$ cat src/rtl/nvdla_pfifo_pkg.sv
// Shared widths, control constants and status type for the CDMA parametrised FIFO.
package nvdla_pfifo_pkg;

    // Occupancy counters need one extra bit so that a full FIFO (DEPTH) is representable.
    function automatic int unsigned cnt_width(input int unsigned depth);
        return $clog2(depth) + 1;
    endfunction

    localparam logic        FLUSH_ACTIVE = 1'b1;
    localparam int unsigned LIMIT_NONE   = 0;

    typedef struct packed {
        logic busy;
        logic in_vld;
        logic out_vld;
    } pfifo_status_t;

endpackage

$ cat src/rtl/nvdla_cdma_param_fifo_if.sv
// Write/read handshake, flush and occupancy bundle for nvdla_cdma_param_fifo.
interface nvdla_cdma_param_fifo_if #(
    parameter int unsigned DATA_W = 6,
    parameter int unsigned DEPTH  = 128
);
    localparam int unsigned ADDR_W = $clog2(DEPTH);

    logic              wr_req;
    logic              wr_ready;
    logic [DATA_W-1:0] wr_data;
    logic              rd_req;
    logic              rd_ready;
    logic [DATA_W-1:0] rd_data;
    logic              flush;
    logic [ADDR_W:0]   wr_limit;
    logic [ADDR_W:0]   wr_count;
    logic [ADDR_W:0]   hwm;

    modport master (
        output wr_req, wr_data, rd_ready, flush, wr_limit,
        input  wr_ready, rd_req, rd_data, wr_count, hwm
    );

    modport slave (
        input  wr_req, wr_data, rd_ready, flush, wr_limit,
        output wr_ready, rd_req, rd_data, wr_count, hwm
    );
endinterface

$ cat src/rtl/nvdla_pfifo_ram.sv
// 1R1W DEPTH x DATA_W storage with registered, read-enabled output.
module nvdla_pfifo_ram #(
    parameter int unsigned DATA_W = 6,
    parameter int unsigned DEPTH  = 128
) (
    input  logic                       clk,
    input  logic                       reset,
    input  logic                       wr_en,
    input  logic [$clog2(DEPTH)-1:0]   wr_adr,
    input  logic [DATA_W-1:0]          wr_data,
    input  logic                       rd_en,
    input  logic [$clog2(DEPTH)-1:0]   rd_adr,
    output logic [DATA_W-1:0]          rd_data
);
    logic [DATA_W-1:0] mem [DEPTH];

    always_ff @(posedge clk) begin
        if (wr_en) begin
            mem[wr_adr] <= wr_data;
        end
    end

    // Output register doubles as the FIFO's prefetched read stage; it holds when rd_en is low.
    always_ff @(posedge clk or posedge reset) begin
        if (reset) begin
            rd_data <= '0;
        end else if (rd_en) begin
            rd_data <= mem[rd_adr];
        end
    end
endmodule

$ cat src/rtl/nvdla_cdma_param_fifo.sv
// CDMA valid/ready FIFO: registered write stage, 1R1W RAM, prefetched registered read output.
// Define NVDLA_PFIFO_HWM_EN to build the wr_count high-watermark register (else hwm = 0).
module nvdla_cdma_param_fifo
    import nvdla_pfifo_pkg::*;
#(
    parameter int unsigned DATA_W = 6,
    parameter int unsigned DEPTH  = 128
) (
    input logic                    clk,
    input logic                    reset,
    nvdla_cdma_param_fifo_if.slave bus
);
    localparam int unsigned ADDR_W = $clog2(DEPTH);
    localparam int unsigned CNT_W  = cnt_width(DEPTH);

    typedef logic [CNT_W-1:0] cnt_t;

    localparam cnt_t DEPTH_C  = cnt_t'(DEPTH);
    localparam cnt_t NO_LIMIT = cnt_t'(LIMIT_NONE);

    pfifo_status_t     st;
    logic [DATA_W-1:0] in_data;
    logic [ADDR_W-1:0] wr_adr;
    logic [ADDR_W-1:0] rd_adr;
    cnt_t              wr_count;
    cnt_t              ram_cnt;
    cnt_t              wr_count_next;
    logic              push;
    logic              pop;
    logic              ram_rd;
    logic              busy_next;
    logic              ram_wr;
    logic [DATA_W-1:0] ram_dout;

    // wr_count spans input stage + RAM + output register, so the RAM can never overrun.
    always_comb begin
        push          = bus.wr_req && !st.busy;
        pop           = st.out_vld && bus.rd_ready;
        ram_rd        = (ram_cnt != '0) && (!st.out_vld || pop) && (bus.flush != FLUSH_ACTIVE);
        ram_wr        = st.in_vld && (bus.flush != FLUSH_ACTIVE);
        wr_count_next = wr_count + cnt_t'(push) - cnt_t'(pop);
        busy_next     = (wr_count_next == DEPTH_C) ||
                        ((bus.wr_limit != NO_LIMIT) && (wr_count_next >= bus.wr_limit));
    end

    always_ff @(posedge clk or posedge reset) begin
        if (reset) begin
            st       <= '0;
            in_data  <= '0;
            wr_adr   <= '0;
            rd_adr   <= '0;
            wr_count <= '0;
            ram_cnt  <= '0;
        end else if (bus.flush == FLUSH_ACTIVE) begin
            st       <= '0;
            in_data  <= '0;
            wr_adr   <= '0;
            rd_adr   <= '0;
            wr_count <= '0;
            ram_cnt  <= '0;
        end else begin
            st.busy   <= busy_next;
            st.in_vld <= push;
            if (push) begin
                in_data <= bus.wr_data;
            end
            if (st.in_vld) begin
                wr_adr <= wr_adr + ADDR_W'(1);
            end
            if (ram_rd) begin
                rd_adr <= rd_adr + ADDR_W'(1);
            end
            ram_cnt <= ram_cnt + cnt_t'(st.in_vld) - cnt_t'(ram_rd);
            if (ram_rd) begin
                st.out_vld <= 1'b1;
            end else if (pop) begin
                st.out_vld <= 1'b0;
            end
            wr_count <= wr_count_next;
        end
    end

    nvdla_pfifo_ram #(
        .DATA_W(DATA_W),
        .DEPTH (DEPTH)
    ) u_ram (
        .clk    (clk),
        .reset  (reset),
        .wr_en  (ram_wr),
        .wr_adr (wr_adr),
        .wr_data(in_data),
        .rd_en  (ram_rd),
        .rd_adr (rd_adr),
        .rd_data(ram_dout)
    );

    assign bus.wr_ready = !st.busy;
    assign bus.rd_req   = st.out_vld;
    assign bus.rd_data  = ram_dout;
    assign bus.wr_count = wr_count;

`ifdef NVDLA_PFIFO_HWM_EN
    cnt_t hwm_q;

    always_ff @(posedge clk or posedge reset) begin
        if (reset) begin
            hwm_q <= '0;
        end else if (wr_count > hwm_q) begin
            hwm_q <= wr_count;
        end
    end

    assign bus.hwm = hwm_q;
`else
    assign bus.hwm = '0;
`endif
endmodule

$ cat src/flat_wrapper.sv
// flat-port wrapper written by rule: the top's interface ports become plain ports
module nvdla_cdma_param_fifo_flat import nvdla_pfifo_pkg::*;
#(
    parameter int unsigned DATA_W = 6,
    parameter int unsigned DEPTH  = 128
)
  (clk, reset, bus_wr_req, bus_wr_data, bus_rd_ready, bus_flush, bus_wr_limit, bus_wr_ready, bus_rd_req, bus_rd_data, bus_wr_count, bus_hwm);
  nvdla_cdma_param_fifo_if #(.DATA_W(DATA_W), .DEPTH(DEPTH)) bus_i ();
  input logic clk;
  input logic reset;
  input wire logic [$bits(bus_i.wr_req)-1:0] bus_wr_req;
  input wire logic [$bits(bus_i.wr_data)-1:0] bus_wr_data;
  input wire logic [$bits(bus_i.rd_ready)-1:0] bus_rd_ready;
  input wire logic [$bits(bus_i.flush)-1:0] bus_flush;
  input wire logic [$bits(bus_i.wr_limit)-1:0] bus_wr_limit;
  output wire logic [$bits(bus_i.wr_ready)-1:0] bus_wr_ready;
  output wire logic [$bits(bus_i.rd_req)-1:0] bus_rd_req;
  output wire logic [$bits(bus_i.rd_data)-1:0] bus_rd_data;
  output wire logic [$bits(bus_i.wr_count)-1:0] bus_wr_count;
  output wire logic [$bits(bus_i.hwm)-1:0] bus_hwm;
  assign bus_i.wr_req = bus_wr_req;
  assign bus_i.wr_data = bus_wr_data;
  assign bus_i.rd_ready = bus_rd_ready;
  assign bus_i.flush = bus_flush;
  assign bus_i.wr_limit = bus_wr_limit;
  assign bus_wr_ready = bus_i.wr_ready;
  assign bus_rd_req = bus_i.rd_req;
  assign bus_rd_data = bus_i.rd_data;
  assign bus_wr_count = bus_i.wr_count;
  assign bus_hwm = bus_i.hwm;
  nvdla_cdma_param_fifo #(.DATA_W(DATA_W), .DEPTH(DEPTH)) u_core (.clk(clk), .reset(reset), .bus(bus_i));
endmodule
$ cat config.mk
export PLATFORM = sky130hd
export DESIGN_NAME = nvdla_cdma_param_fifo_flat
export DESIGN_NICKNAME = d
export VERILOG_FILES = /design/src/rtl/nvdla_pfifo_pkg.sv /design/src/rtl/nvdla_cdma_param_fifo_if.sv /design/src/rtl/nvdla_pfifo_ram.sv /design/src/rtl/nvdla_cdma_param_fifo.sv /design/src/flat_wrapper.sv
export SDC_FILE = /design/constraint.sdc
export NUM_CORES = 1
export LEC_CHECK = 0
export CAP_MARGIN = 20
export CORE_MARGIN = 4
export CORE_UTILIZATION = 65
export CTS_BUF_LIST = sky130_fd_sc_hd__clkbuf_16
export DETAILED_ROUTE_END_ITERATION = 10
export GPL_ROUTABILITY_DRIVEN = 0
export PLACE_DENSITY = 0.94
export RECOVER_POWER = 100
export SKIP_LAST_GASP = 1
export SYNTH_ARGS = -nofsm -noshare
export SYNTH_HDL_FRONTEND = slang
export SYNTH_SLANG_ARGS = --single-unit
$ cat constraint.sdc
create_clock -name clk -period 8.9 [get_ports clk]
set_clock_uncertainty 0.2 [all_clocks]
set_input_delay 1.78 -clock clk [delete_from_list [all_inputs] [get_ports clk]]
set_output_delay 1.78 -clock clk [all_outputs]
set_load 0.1 [all_outputs]
==> impl_summary.txt <==
----------------------------------------------------
[Run status]
  Outcome ... complete, but fails checks
  Violated checks ... max-capacitance violations, max-slew violations

[Routing]
  Violation count after the first detailed-route iteration ... 3,738
  Total via count in the routed design ... 19.4k
  DRC violation count after routing ... 0
  Residual antenna-violating net count after detailed routing ... 0
  Routed length per instance ... 32.4 microns
  WL final ... 85.5 mm
  Drt pass-1 iters ... 7
  Vias per std cell ... 7.33

[Clock tree]
  Post-CTS setup repair buffer count ... 0
  Level count of the clock H-tree ... 3
  Sinks on Clock Net ... 813
  Clk Tree Root Cell ... clkbuf_16
  CTS tree ... built
  Count of hold buffers inserted by post-cts repair ... 0
  Number of buffers inserted during clock tree synthesis ... 76
  Reg clk slew, reported paths ... 0.07 ns
  Clk_lat worst skew ... 0.65 ns
  Resized cells post-CTS ... 0
  CTS max path bufs ... 3

[STA]
  Tmin final ... 6.81 ns
  RSZ-0062 raised after global routing ... no
  Final Hold Vio Count ... 0
  Slew margin rel. ... -211%
  Transition time at the pin with the least slew margin ... 4.67 ns
  Final-layout setup total negative slack ... 0 ns
  Max Transition Viols Final ... 906
  Final worst path period share ... 76.5%
  Max frequency ... 147 MHz
  Final setup viols ... 0

[Power and ir drop]
  Cell leakage power ... 11.7 nW
  Cell area power density ... 282 mW/mm^2
  Worst-case vdd ir drop ... 0.367 mV

[Logic synthesis]
  Area fraction of the dominant cell type after synthesis ... 70.0%
  Most common flop cell mapped by yosys ... edfxtp_1
  Post-synthesis share of cell area spent on xor and xnor gates ... 0.611%
  Most area-hungry cell type in the Yosys netlist ... edfxtp_1
  Number of synthesized flops with an enable pin ... 768
  Mean post-synth cell area ... 17.5 sq um
  Netlist area before placement ... 0.0330 sq mm
  Number of warnings printed during yosys synthesis ... 0
  Main combinational cell family by area after synthesis ... multiplexers
  Count of cell types in the netlist ... 58
  Post-synthesis mux area share ... 12.7%
  Sequential element share of the synthesized area ... 73.4%
  Number of cells produced by synthesis ... 1,881
  Share of synthesized flip-flops with an asynchronous set or reset ... 5.54%
  Adder and majority cell fraction of the synthesized area ... 1.22%
  Simple-gate share of the synthesized area ... 4.86%
  Seq cells post-synth ... 813
  Synth Area in Compound Gates ... 4.73%
  Top post-synthesis cells by area ... edfxtp_1, mux4_2, dfrtp_1

[Setup path]
  Maximum net fanout on the critical path ... 50
  Beginning of the worst register-to-register path ... u_core.rd_adr[1]
  Worst setup SP type ... flip-flop
  CP Class ... reg2reg
  CP required ... 9.20 ns
  CP Launch Point ... u_core.rd_adr[1]
  Critical Path Sink Type ... flip-flop
  Critical path arrival ... 7.11 ns

[Cells and area]
  Number of nets in the final layout ... 1,959
  Syn-to-layout area delta ... 9.40%
  Post-layout utilization of the core ... 71.9%
  Summed area of non-filler cells in the final layout ... 0.0361 sq mm
  Highest-count cells in the layout ignoring fill and taps ... edfxtp_1, nor2_1, mux4_2, mux2i_1, clkbuf_16
  Fraction of layout cells with a size suffix above 1 ... 15.3%
  Commonest non-fill, non-tap cell in the layout ... edfxtp_1

[Global routing]
  First-pass GRT wire length ... 128 mm
  Initial antenna violation count ... 2
  GRT overflow ... 0
  Vias in the first global route ... 19.5k
  Gr usage total ... 32.0%
  Maximum number of pins on one net before global-route repair ... 97

[Floorplan]
  Chip height ... 233 microns
  Number of top-level pins ... 43
  Die width ... 233 microns
  Std cell rows ... 82
  Starting density of the core ... 65.7%
  Full die area ... 0.0544 sq mm
  Std-Cell Core Area ... 0.0502 sq mm

[Min path]
  Hold wc startpoint ... u_core.bus.rd_req
  Class of the most critical hold timing path ... reg2reg

[Placed design]
  Number of buffers added on ports ... 34
  Placed standard-cell area ... 0.0337 sq mm
  Total half-perimeter wirelength after legalization and detailed placement ... 46.1 mm

[Run]
  Number of violations of the max-capacitance limit ... 16

----------------------------------------------------
## layer usage
layer	global-route usage [%]	vias to the layer above	routed length, microns
li1	-	7467	-
met4	18.1	0	5980
met5	0	-	0
met3	8.85	450	12000
met2	49.9	2015	40400
met1	41.1	9425	27200
## cells by family (layout without fill, tap and decap cells)
logic type / after synthesis / count (layout)
AOI/OAI and AO/OA: 220 / 220
xor gates and xnor gates: 23 / 23
adders and majority gates: 31 / 31
buffers and inverters: 156 / 237
DFF: 813 / 813
muxes: 275 / 275
other: 1 / 9
and+or+nand+nor: 362 / 362
## final cells by class
class                      instances  area [sq um]
multi-input combinational        919          7970
antenna                            1          2.50
sequential                       813         24200
clock buffer                      78          1950
clock inverter                    60           467
inverter                          39           146
fill                            2599         14100
timing repair buffer              60           498
tap                              672           841
## path summary, 6_finish.rpt
check | end | slack [ns] | cells after the start
setup / recovery | u_core.u_ram.rd_data[1] | 2.09 | 9
setup reg to reg | u_core.u_ram.rd_data[1] | 2.09 | 9
hold reg to reg | u_core.bus.rd_req | 0.42 | 2
min in group asynchronous | u_core.in_data[0] | 1.41 | 2
hold / removal | u_core.bus.rd_req | 0.42 | 2
max in group asynchronous | u_core.rd_adr[0] | 4.54 | 3
## metrics by stage
step,power [mW],setup WS [ns],hold WS [ns],std cells
final,10.2,2.09,0.421,2642
after global routing,10.5,2.13,0.446,2642
after CTS,10.1,3.87,0.425,2639
after detailed placement,6.92,3.37,0.384,2501
after global placement,6.80,3.61,0.360,2500
after floorplan,6.42,4.33,0.386,1888
## power breakdown
| part | switching [mW] | total [mW] | internal [mW] |
|---|---|---|---|
| combinational | 1.47 | 2.45 | 0.989 |
| sequential | 0.186 | 4.50 | 4.32 |
| clock | 1.43 | 3.22 | 1.80 |
## critical path, stage by stage, from the launching register on
cell       delay [ns]
dfrtp_1          1.36
buf_4            0.86
nand2b_1         0.73
clkbuf_1         0.80
a211oi_1         0.96
nor4b_1          0.15
a2111oi_0        0.86
o41ai_1          0.31
a32oi_1          0.29
o31ai_1          0.11
## synth_stat cells, drive strengths merged, types with 5 or more instances
master,instances
a2111oi,23
a211oi,15
a21o,8
a21oi,36
buf,64
clkbuf,53
dfrtp,45
edfxtp,768
ha,29
inv,38
mux2,67
mux2i,101
mux4,107
nand2,38
nand2b,6
nand3,19
nand4,10
nor2,211
nor2b,23
nor3,27
nor4,5
o21ai,14
o221ai,15
o22ai,61
o31ai,15
or3,8
xnor2,13
xor2,10
## registers in the layout, indices dropped and copies added (netlist names)
register,count
u_core.st,2
u_core.u_ram.rd_data,6
u_core.rd_adr,7
u_core.in_data,6
u_core.wr_adr,7
u_core.bus.rd_req,1
u_core.bus.wr_count,8
u_core.u_ram.mem,768
u_core.ram_cnt,8
(Power assumes the default switching activity.)
